$ cat src/rtl/muldiv_unit_pkg.sv
// Shared encodings for the multiply/divide engine: op codes, FSM states and
// the decode from execute-stage alucontrol codes.
package muldiv_defs;

  typedef enum logic [1:0] {
    MD_MULT  = 2'b00,
    MD_MULTU = 2'b01,
    MD_DIV   = 2'b10,
    MD_DIVU  = 2'b11
  } md_op_e;

  typedef enum logic [1:0] {
    S_IDLE   = 2'b00,
    S_MUL    = 2'b01,
    S_DIV    = 2'b10,
    S_FINISH = 2'b11
  } md_state_e;

  localparam logic [7:0] EXE_MULT  = 8'b0001_1000;
  localparam logic [7:0] EXE_MULTU = 8'b0001_1001;
  localparam logic [7:0] EXE_DIV   = 8'b0001_1010;
  localparam logic [7:0] EXE_DIVU  = 8'b0001_1011;

  function automatic md_op_e alu2md(input logic [7:0] alucontrol);
    case (alucontrol)
      EXE_MULTU: return MD_MULTU;
      EXE_DIV:   return MD_DIV;
      EXE_DIVU:  return MD_DIVU;
      default:   return MD_MULT;
    endcase
  endfunction

endpackage

$ cat src/rtl/muldiv_unit_signfix.sv
// Two's-complement conditioning: negates hi/lo halves independently, or the
// whole {hi,lo} as one 2*WIDTH value when wide_i is set (sign from neg_lo_i).
module muldiv_signfix #(
  parameter int WIDTH = 32
) (
  input  logic [WIDTH-1:0] hi_i,
  input  logic [WIDTH-1:0] lo_i,
  input  logic             neg_hi_i,
  input  logic             neg_lo_i,
  input  logic             wide_i,
  output logic [WIDTH-1:0] hi_o,
  output logic [WIDTH-1:0] lo_o
);

  logic [2*WIDTH-1:0] w_wide, w_wide_neg;
  logic [WIDTH-1:0]   w_hi_neg, w_lo_neg;

  assign w_wide     = {hi_i, lo_i};
  assign w_wide_neg = -w_wide;
  assign w_hi_neg   = -hi_i;
  assign w_lo_neg   = -lo_i;

  always_comb begin
    hi_o = neg_hi_i ? w_hi_neg : hi_i;
    lo_o = neg_lo_i ? w_lo_neg : lo_i;
    if (wide_i)
      {hi_o, lo_o} = neg_lo_i ? w_wide_neg : w_wide;
  end

endmodule

$ cat src/rtl/muldiv_unit.sv
// Iterative MULT/MULTU/DIV/DIVU engine for the execute stage. Works on
// magnitudes and fixes signs in FINISH; result delivered as {hi,lo}.
module muldiv_unit
  import muldiv_defs::*;
#(
  parameter int WIDTH    = 32,
  parameter bit FAST_MUL = 1'b1
) (
  input  logic               clk,
  input  logic               rst,
  input  logic               start_i,
  input  logic [1:0]         op_i,
  input  logic [WIDTH-1:0]   opdata1_i,
  input  logic [WIDTH-1:0]   opdata2_i,
  input  logic               annul_i,
  output logic               busy_o,
  output logic               stall_o,
  output logic               ready_o,
  output logic [2*WIDTH-1:0] result_o,
  output logic               div_zero_o
);

  localparam int CW = $clog2(WIDTH) + 1;

  md_state_e          r_state, w_next;
  md_op_e             w_op;
  logic [CW-1:0]      r_cnt;
  logic               r_is_div, r_neg_q, r_neg_r, r_dz, r_dz_out;
  logic [WIDTH-1:0]   r_a, r_b;
  logic [WIDTH:0]     r_rem;
  logic [2*WIDTH-1:0] r_result;

  logic               w_signed, w_is_div, w_accept, w_dz_start, w_last, w_fin;
  logic [WIDTH-1:0]   w_abs1, w_abs2, w_fhi, w_flo;
  logic [WIDTH:0]     w_sh, w_diff, w_sum;
  logic               w_ge, w_unused;
  logic [2*WIDTH-1:0] w_prod;

  assign w_op       = md_op_e'(op_i);
  assign w_signed   = (w_op == MD_MULT) || (w_op == MD_DIV);
  assign w_is_div   = (w_op == MD_DIV) || (w_op == MD_DIVU);
  assign w_accept   = (r_state == S_IDLE) && start_i && !annul_i;
  assign w_dz_start = w_accept && w_is_div && (opdata2_i == '0);
  assign w_last     = (r_cnt == CW'(WIDTH - 1));

  muldiv_signfix #(.WIDTH(WIDTH)) u_fix_in (
    .hi_i(opdata1_i), .lo_i(opdata2_i),
    .neg_hi_i(w_signed & opdata1_i[WIDTH-1]),
    .neg_lo_i(w_signed & opdata2_i[WIDTH-1]),
    .wide_i(1'b0), .hi_o(w_abs1), .lo_o(w_abs2)
  );

  // Restoring divide step: shift next dividend bit (r_a MSB) into remainder.
  assign w_sh   = {r_rem[WIDTH-1:0], r_a[WIDTH-1]};
  assign w_ge   = (w_sh >= {1'b0, r_b});
  assign w_diff = w_sh - {1'b0, r_b};

  // Shift-add multiply: hi accumulates in r_rem, multiplier shifts out of r_a.
  assign w_sum  = {1'b0, r_rem[WIDTH-1:0]} + (r_a[0] ? {1'b0, r_b} : '0);
  assign w_prod = {{WIDTH{1'b0}}, r_a} * {{WIDTH{1'b0}}, r_b};
  assign w_unused = r_rem[WIDTH];

  muldiv_signfix #(.WIDTH(WIDTH)) u_fix_out (
    .hi_i(r_rem[WIDTH-1:0]), .lo_i(r_a),
    .neg_hi_i(r_neg_r & r_is_div), .neg_lo_i(r_neg_q),
    .wide_i(!r_is_div), .hi_o(w_fhi), .lo_o(w_flo)
  );

  assign w_fin      = (r_state == S_FINISH) && !annul_i;
  assign busy_o     = (r_state == S_MUL) || (r_state == S_DIV);
  assign stall_o    = (start_i && (r_state == S_IDLE) && !annul_i) || busy_o;
  assign ready_o    = w_fin;
  assign result_o   = w_fin ? {w_fhi, w_flo} : r_result;
  assign div_zero_o = w_fin ? r_dz : r_dz_out;

  always_comb begin
    w_next = r_state;
    case (r_state)
      S_IDLE:
        if (w_accept)
          w_next = w_dz_start ? S_FINISH : (w_is_div ? S_DIV : S_MUL);
      S_MUL:
        if (annul_i)                w_next = S_IDLE;
        else if (FAST_MUL || w_last) w_next = S_FINISH;
      S_DIV:
        if (annul_i)     w_next = S_IDLE;
        else if (w_last) w_next = S_FINISH;
      default:           w_next = S_IDLE;
    endcase
  end

  always_ff @(posedge clk) begin
    if (rst) begin
      r_state  <= S_IDLE;
      r_cnt    <= '0;
      r_is_div <= 1'b0;
      r_neg_q  <= 1'b0;
      r_neg_r  <= 1'b0;
      r_dz     <= 1'b0;
      r_dz_out <= 1'b0;
      r_a      <= '0;
      r_b      <= '0;
      r_rem    <= '0;
      r_result <= '0;
    end else begin
      r_state <= w_next;
      case (r_state)
        S_IDLE:
          if (w_accept) begin
            r_cnt    <= '0;
            r_is_div <= w_is_div;
            r_b      <= w_abs2;
            r_dz     <= w_dz_start;
            if (w_dz_start) begin
              // Divide-by-zero bypasses the fix-up: {dividend, all-ones}.
              r_rem   <= {1'b0, opdata1_i};
              r_a     <= '1;
              r_neg_q <= 1'b0;
              r_neg_r <= 1'b0;
            end else begin
              r_rem   <= '0;
              r_a     <= w_abs1;
              r_neg_q <= w_signed & (opdata1_i[WIDTH-1] ^ opdata2_i[WIDTH-1]);
              r_neg_r <= w_signed & opdata1_i[WIDTH-1];
            end
          end
        S_MUL: begin
          r_cnt <= r_cnt + 1'b1;
          if (FAST_MUL) begin
            r_rem <= {1'b0, w_prod[2*WIDTH-1:WIDTH]};
            r_a   <= w_prod[WIDTH-1:0];
          end else begin
            r_rem <= {1'b0, w_sum[WIDTH:1]};
            r_a   <= {w_sum[0], r_a[WIDTH-1:1]};
          end
        end
        S_DIV: begin
          r_cnt <= r_cnt + 1'b1;
          r_rem <= w_ge ? w_diff : w_sh;
          r_a   <= {r_a[WIDTH-2:0], w_ge};
        end
        default:
          if (!annul_i) begin
            r_result <= {w_fhi, w_flo};
            r_dz_out <= r_dz;
          end
      endcase
    end
  end

endmodule

$ cat config.mk
export PLATFORM = sky130hd
export DESIGN_NAME = muldiv_unit
export DESIGN_NICKNAME = d
export VERILOG_FILES = /design/src/rtl/muldiv_unit_pkg.sv /design/src/rtl/muldiv_unit_signfix.sv /design/src/rtl/muldiv_unit.sv
export SDC_FILE = /design/constraint.sdc
export NUM_CORES = 2
export LEC_CHECK = 0
export CORE_MARGIN = 4
export CORE_UTILIZATION = 45
export DETAILED_ROUTE_END_ITERATION = 6
export DONT_BUFFER_PORTS = 1
export GPL_TIMING_DRIVEN = 0
export PLACE_DENSITY = 0.57
export REMOVE_ABC_BUFFERS = 1
export SLEW_MARGIN = 30
export SYNTH_ARGS = -nofsm -noshare
export SYNTH_HDL_FRONTEND = slang
export SYNTH_HIERARCHICAL = 1
export SYNTH_SLANG_ARGS = --single-unit
$ cat constraint.sdc
create_clock -name clk -period 20.5 [get_ports clk]
set_clock_uncertainty 0.15 [all_clocks]
set_input_delay 3.075 -clock clk [delete_from_list [all_inputs] [get_ports clk]]
set_output_delay 3.075 -clock clk [all_outputs]
set_load 0.005 [all_outputs]
==> out/results.tsv <==
stage	metric	value	unit
die	starting density of the core	45.3	%
detailed_routing	Starting DRT DRC Count	2660	
clock_network	Clk pin slew, worst setup/hold paths	0.09	ns
yosys	Post-Syn Area	0.0468	mm²
power	logic gate share of total power	67.6	%
power	Sw Share	56.4	%
global_route	grt ovf	0	
yosys	Primary FF master, synth	dfxtp_1	
sta	Slew HR	28.6	%
yosys	Gate Count Post-Synth	5553	
final_layout	FF+latch area	0.00359	mm²
final_layout	Layout Nets	6569	
sta	Final period util	46.2	%
clock_network	Post CTS Setup Buffer Count	0	
placement	dpl hpwl	118000	µm
setup_path	CP Launch Type	flop	
global_route	vias in the first global route	39230	
sta	final setup fails	0	
setup_path	R2R depth	23	
yosys	syn_area_per_cell	8.42	µm²
power	Clock Power Share	12.0	%
clock_network	# resized after CTS	0	
setup_path	Worst EP required	20.79	ns
yosys	#FFs+latches synth	173	
detailed_routing	DRC Markers	0	
sta	unrepaired setup endpoints after global routing	false	
setup_path	terminus of the critical flop-to-flop path	r_rem[29]	
worst_hold_path	Hold Crit Class	flop to flop	
clock_network	Clock Tree Buf Depth	2	
clock_network	clk_lat worst skew	0.50	ns
clock_network	count of hold-fix buffers inserted at cts	0	
final_layout	share of cells above drive strength 1	5.60	%
detailed_routing	Routed WL per cell	22.2	µm
setup_path	Slowest Stage Delay on Critical Path	0.97	ns
detailed_routing	via density per instance	5.57	
die	area of the die	0.109	mm²
run	max_cap viols	0	
setup_path	R2R Setup Slk	11.03	ns
setup_path	Worst EP arrival	9.76	ns
placement	routability cong.	0.949	
final_layout	Fillers	10260	
clock_network	Clock Tree Root	clkbuf_16	
worst_hold_path	WHS Path Cells	2	
yosys	Seq/Total Area, Yosys	7.40	%
global_route	initial antenna violation count	7	
clock_network	H-tree Lvls	4	
global_route	largest net degree at the start of global routing	174	
sta	endpoints failing hold	0	
outcome	outcome	completed	
setup_path	CP delay by family, top	adder cells	
sta	minimum clock period	9.47	ns
setup_path	CP Max Fanout	19	
die	Cell Rows	118	
setup_path	CP dominant cell by count	fa_1	
clock_network	TritonCTS clock tree	done	
setup_path	worst path cell trace	clkinv_1, nor2_1, fa_1, fa_1, inv_1, fa_1, fa_1, inv_1, fa_1, fa_1, fa_1, ha_1, ha_1, and3_1, nand2_1, a31oi_1, a311oi_1, o221a_2, o21ai_1, a31o_2, a211oi_1, mux2_2, o21ai_1	
power	maximum VDD drop	0.0000710	V
worst_hold_path	worst hold start	r_result[22]	
die	Die Y	330	µm
setup_path	RR Startpoint	r_a[31]	
yosys	Synth cell types	99	
detailed_routing	final wirelength	149000	µm
setup_path	critical path class	flop to flop	
detailed_routing	first-pass iteration count of the detailed router	5	
sta	max-slew violations	0	
final_layout	area grow syn2layout	5.47	%
final_layout	footprint of the multi-input gates	0.0386	mm²
sta	final setup TNS	0	ns
power	Net Switching	1700	µW
sta	Worst Max-Slew Pin Slew	1.07	ns
sta	Max Clock Freq	106	MHz
yosys	number of flops mapped to enable cells by yosys	0	
power	Tot Pwr	3020	µW
clock_network	clock sinks	173	
setup_path	slowest CP cell	clkinv_1	
global_route	global-route wire length before repair	236000	µm
worst_hold_path	worst hold endpoint	r_result[22]	
die	# IOs	138	
setup_path	worst path bufs/invs	3	
setup_path	CP Capture Type	flop	
yosys	YS warnings	6	
power	LEAKAGE	0.0230	µW
global_route	gr usage total	28.0	%
placement	IO Port Bufs	0	
power	sequential fraction of design power	20.4	%
detailed_routing	vias post-DR	37291	
power	pwr dens	61.2	mW/mm²
power	P_int	1320	µW
detailed_routing	antenna viol nets, final	0	
die	DIE WIDTH	330	µm
clock_network	CTS Buf Count	17	
die	core area	0.103	mm²
yosys	Post-synth ARST share	0	%
## power by group through the flow
stage	registers, µW	clock network [µW]	logic [µW]
finish	616	361	2040
global route	621	380	2230
CTS	611	368	2030
detailed placement	619	0	2000
global placement	731	0	1780
floorplan	511	0	1260
## worst max-delay path by stage
| stage | from | endpoint | slack (ns) | cells past startpoint |
|---|---|---|---|---|
| global route | r_a[31] | r_rem[29] | 10.76 | 23 |
| global placement | annul_i | result_o[10] | 8.28 | 2 |
| CTS | r_a[31] | r_rem[29] | 11.04 | 23 |
| floorplan | annul_i | div_zero_o | 10.69 | 2 |
| detailed placement | r_a[31] | r_rem[29] | 11.10 | 23 |
| finish | r_a[31] | r_rem[29] | 11.03 | 23 |
## area by class of cell
class | count | share of cell area, %
antenna | 3 | 0.0152
clock buffer | 18 | 0.913
clock inverter | 13 | 0.307
inverter | 921 | 7.01
multi-input combinational | 4120 | 78.3
sequential | 173 | 7.28
tap | 1380 | 3.50
timing repair buffer | 63 | 2.65
## placed cells by master (no fill, tap or decap), drive strengths merged, types with 14 or more instances in the layout
master,count
and3,15
o41ai,14
or3,22
a311oi,21
or4,21
a21o,42
a221oi,29
nand3,41
inv,926
dfxtp,173
nor3,58
nor2b,16
nor4,30
and2,563
o31ai,27
nand2b,19
nor2,155
o21ai,137
clkbuf,18
nand4,26
xnor2,116
o21a,17
o211ai,20
ha,306
buf,63
a21oi,268
xor2,91
a31oi,28
a22oi,24
fa,897
a211oi,23
nand2,886
mux2,71
## per-stage QoR
stage	cells	area (µm²)	setup slack [ns]	util, %	hold slack (ns)
final	6691	49300	11.03	47.7	0.300
after global routing	6688	49300	10.76	47.7	0.316
after CTS	6688	49300	11.04	47.7	0.301
after detailed placement	6657	48700	11.10	47.1	0.290
after global placement	6594	47200	8.28	45.7	0.284
after floorplan	5214	45500	10.69	-	0.278
## registers in the layout, summed over array words and instances, names as in the netlist, 2 cells and up
name      count
r_result     64
r_cnt         6
r_a          32
r_state       2
r_b          32
r_rem        32
## layer usage
layer | wire length, µm | global-route usage [%]
met2 | 67500 | 45.1
met4 | 4490 | 7.94
met1 | 66400 | 39.4
met5 | 0 | 0
met3 | 10200 | 4.26
## tightest hold or removal path: stages, from the launching register on
cell and delay [ns]:
dfxtp_1 0.31, nand2_1 0.05, a21oi_1 0.05
## cells in the mapped netlist (41+ instances only)
| library cell | n | share of area, % |
|---|---|---|
| and2_1 | 562 | 7.5 |
| inv_1 | 919 | 7.4 |
| a21o_1 | 42 | 0.67 |
| ha_1 | 306 | 8.2 |
| a21oi_1 | 268 | 2.9 |
| o21ai_0 | 117 | 1.3 |
| nand2_1 | 884 | 7.1 |
| mux2_2 | 69 | 1.7 |
| clkbuf_1 | 306 | 2.5 |
| fa_1 | 897 | 38 |
| xor2_1 | 91 | 1.7 |
| dfxtp_1 | 173 | 7.4 |
| nor2_1 | 155 | 1.2 |
| xnor2_1 | 116 | 2.2 |
| nand3_1 | 41 | 0.44 |
| nor3_1 | 55 | 0.59 |
## cells by family (layout without fill, tap and decap cells)
kind of cell / after synthesis / count (layout) / synth area share [%]
xor+xnor: 207 / 207 / 3.88
flops: 173 / 173 / 7.40
simple gates: 1884 / 1884 / 19.7
compound gates: 745 / 745 / 10.4
other cells: 1 / 9 / 0.00802
mux: 75 / 75 / 1.79
fa+ha+maj: 1203 / 1203 / 46.6
buf+inv: 1265 / 1015 / 10.3
No activity file was read; power rests on OpenSTA's default activity.
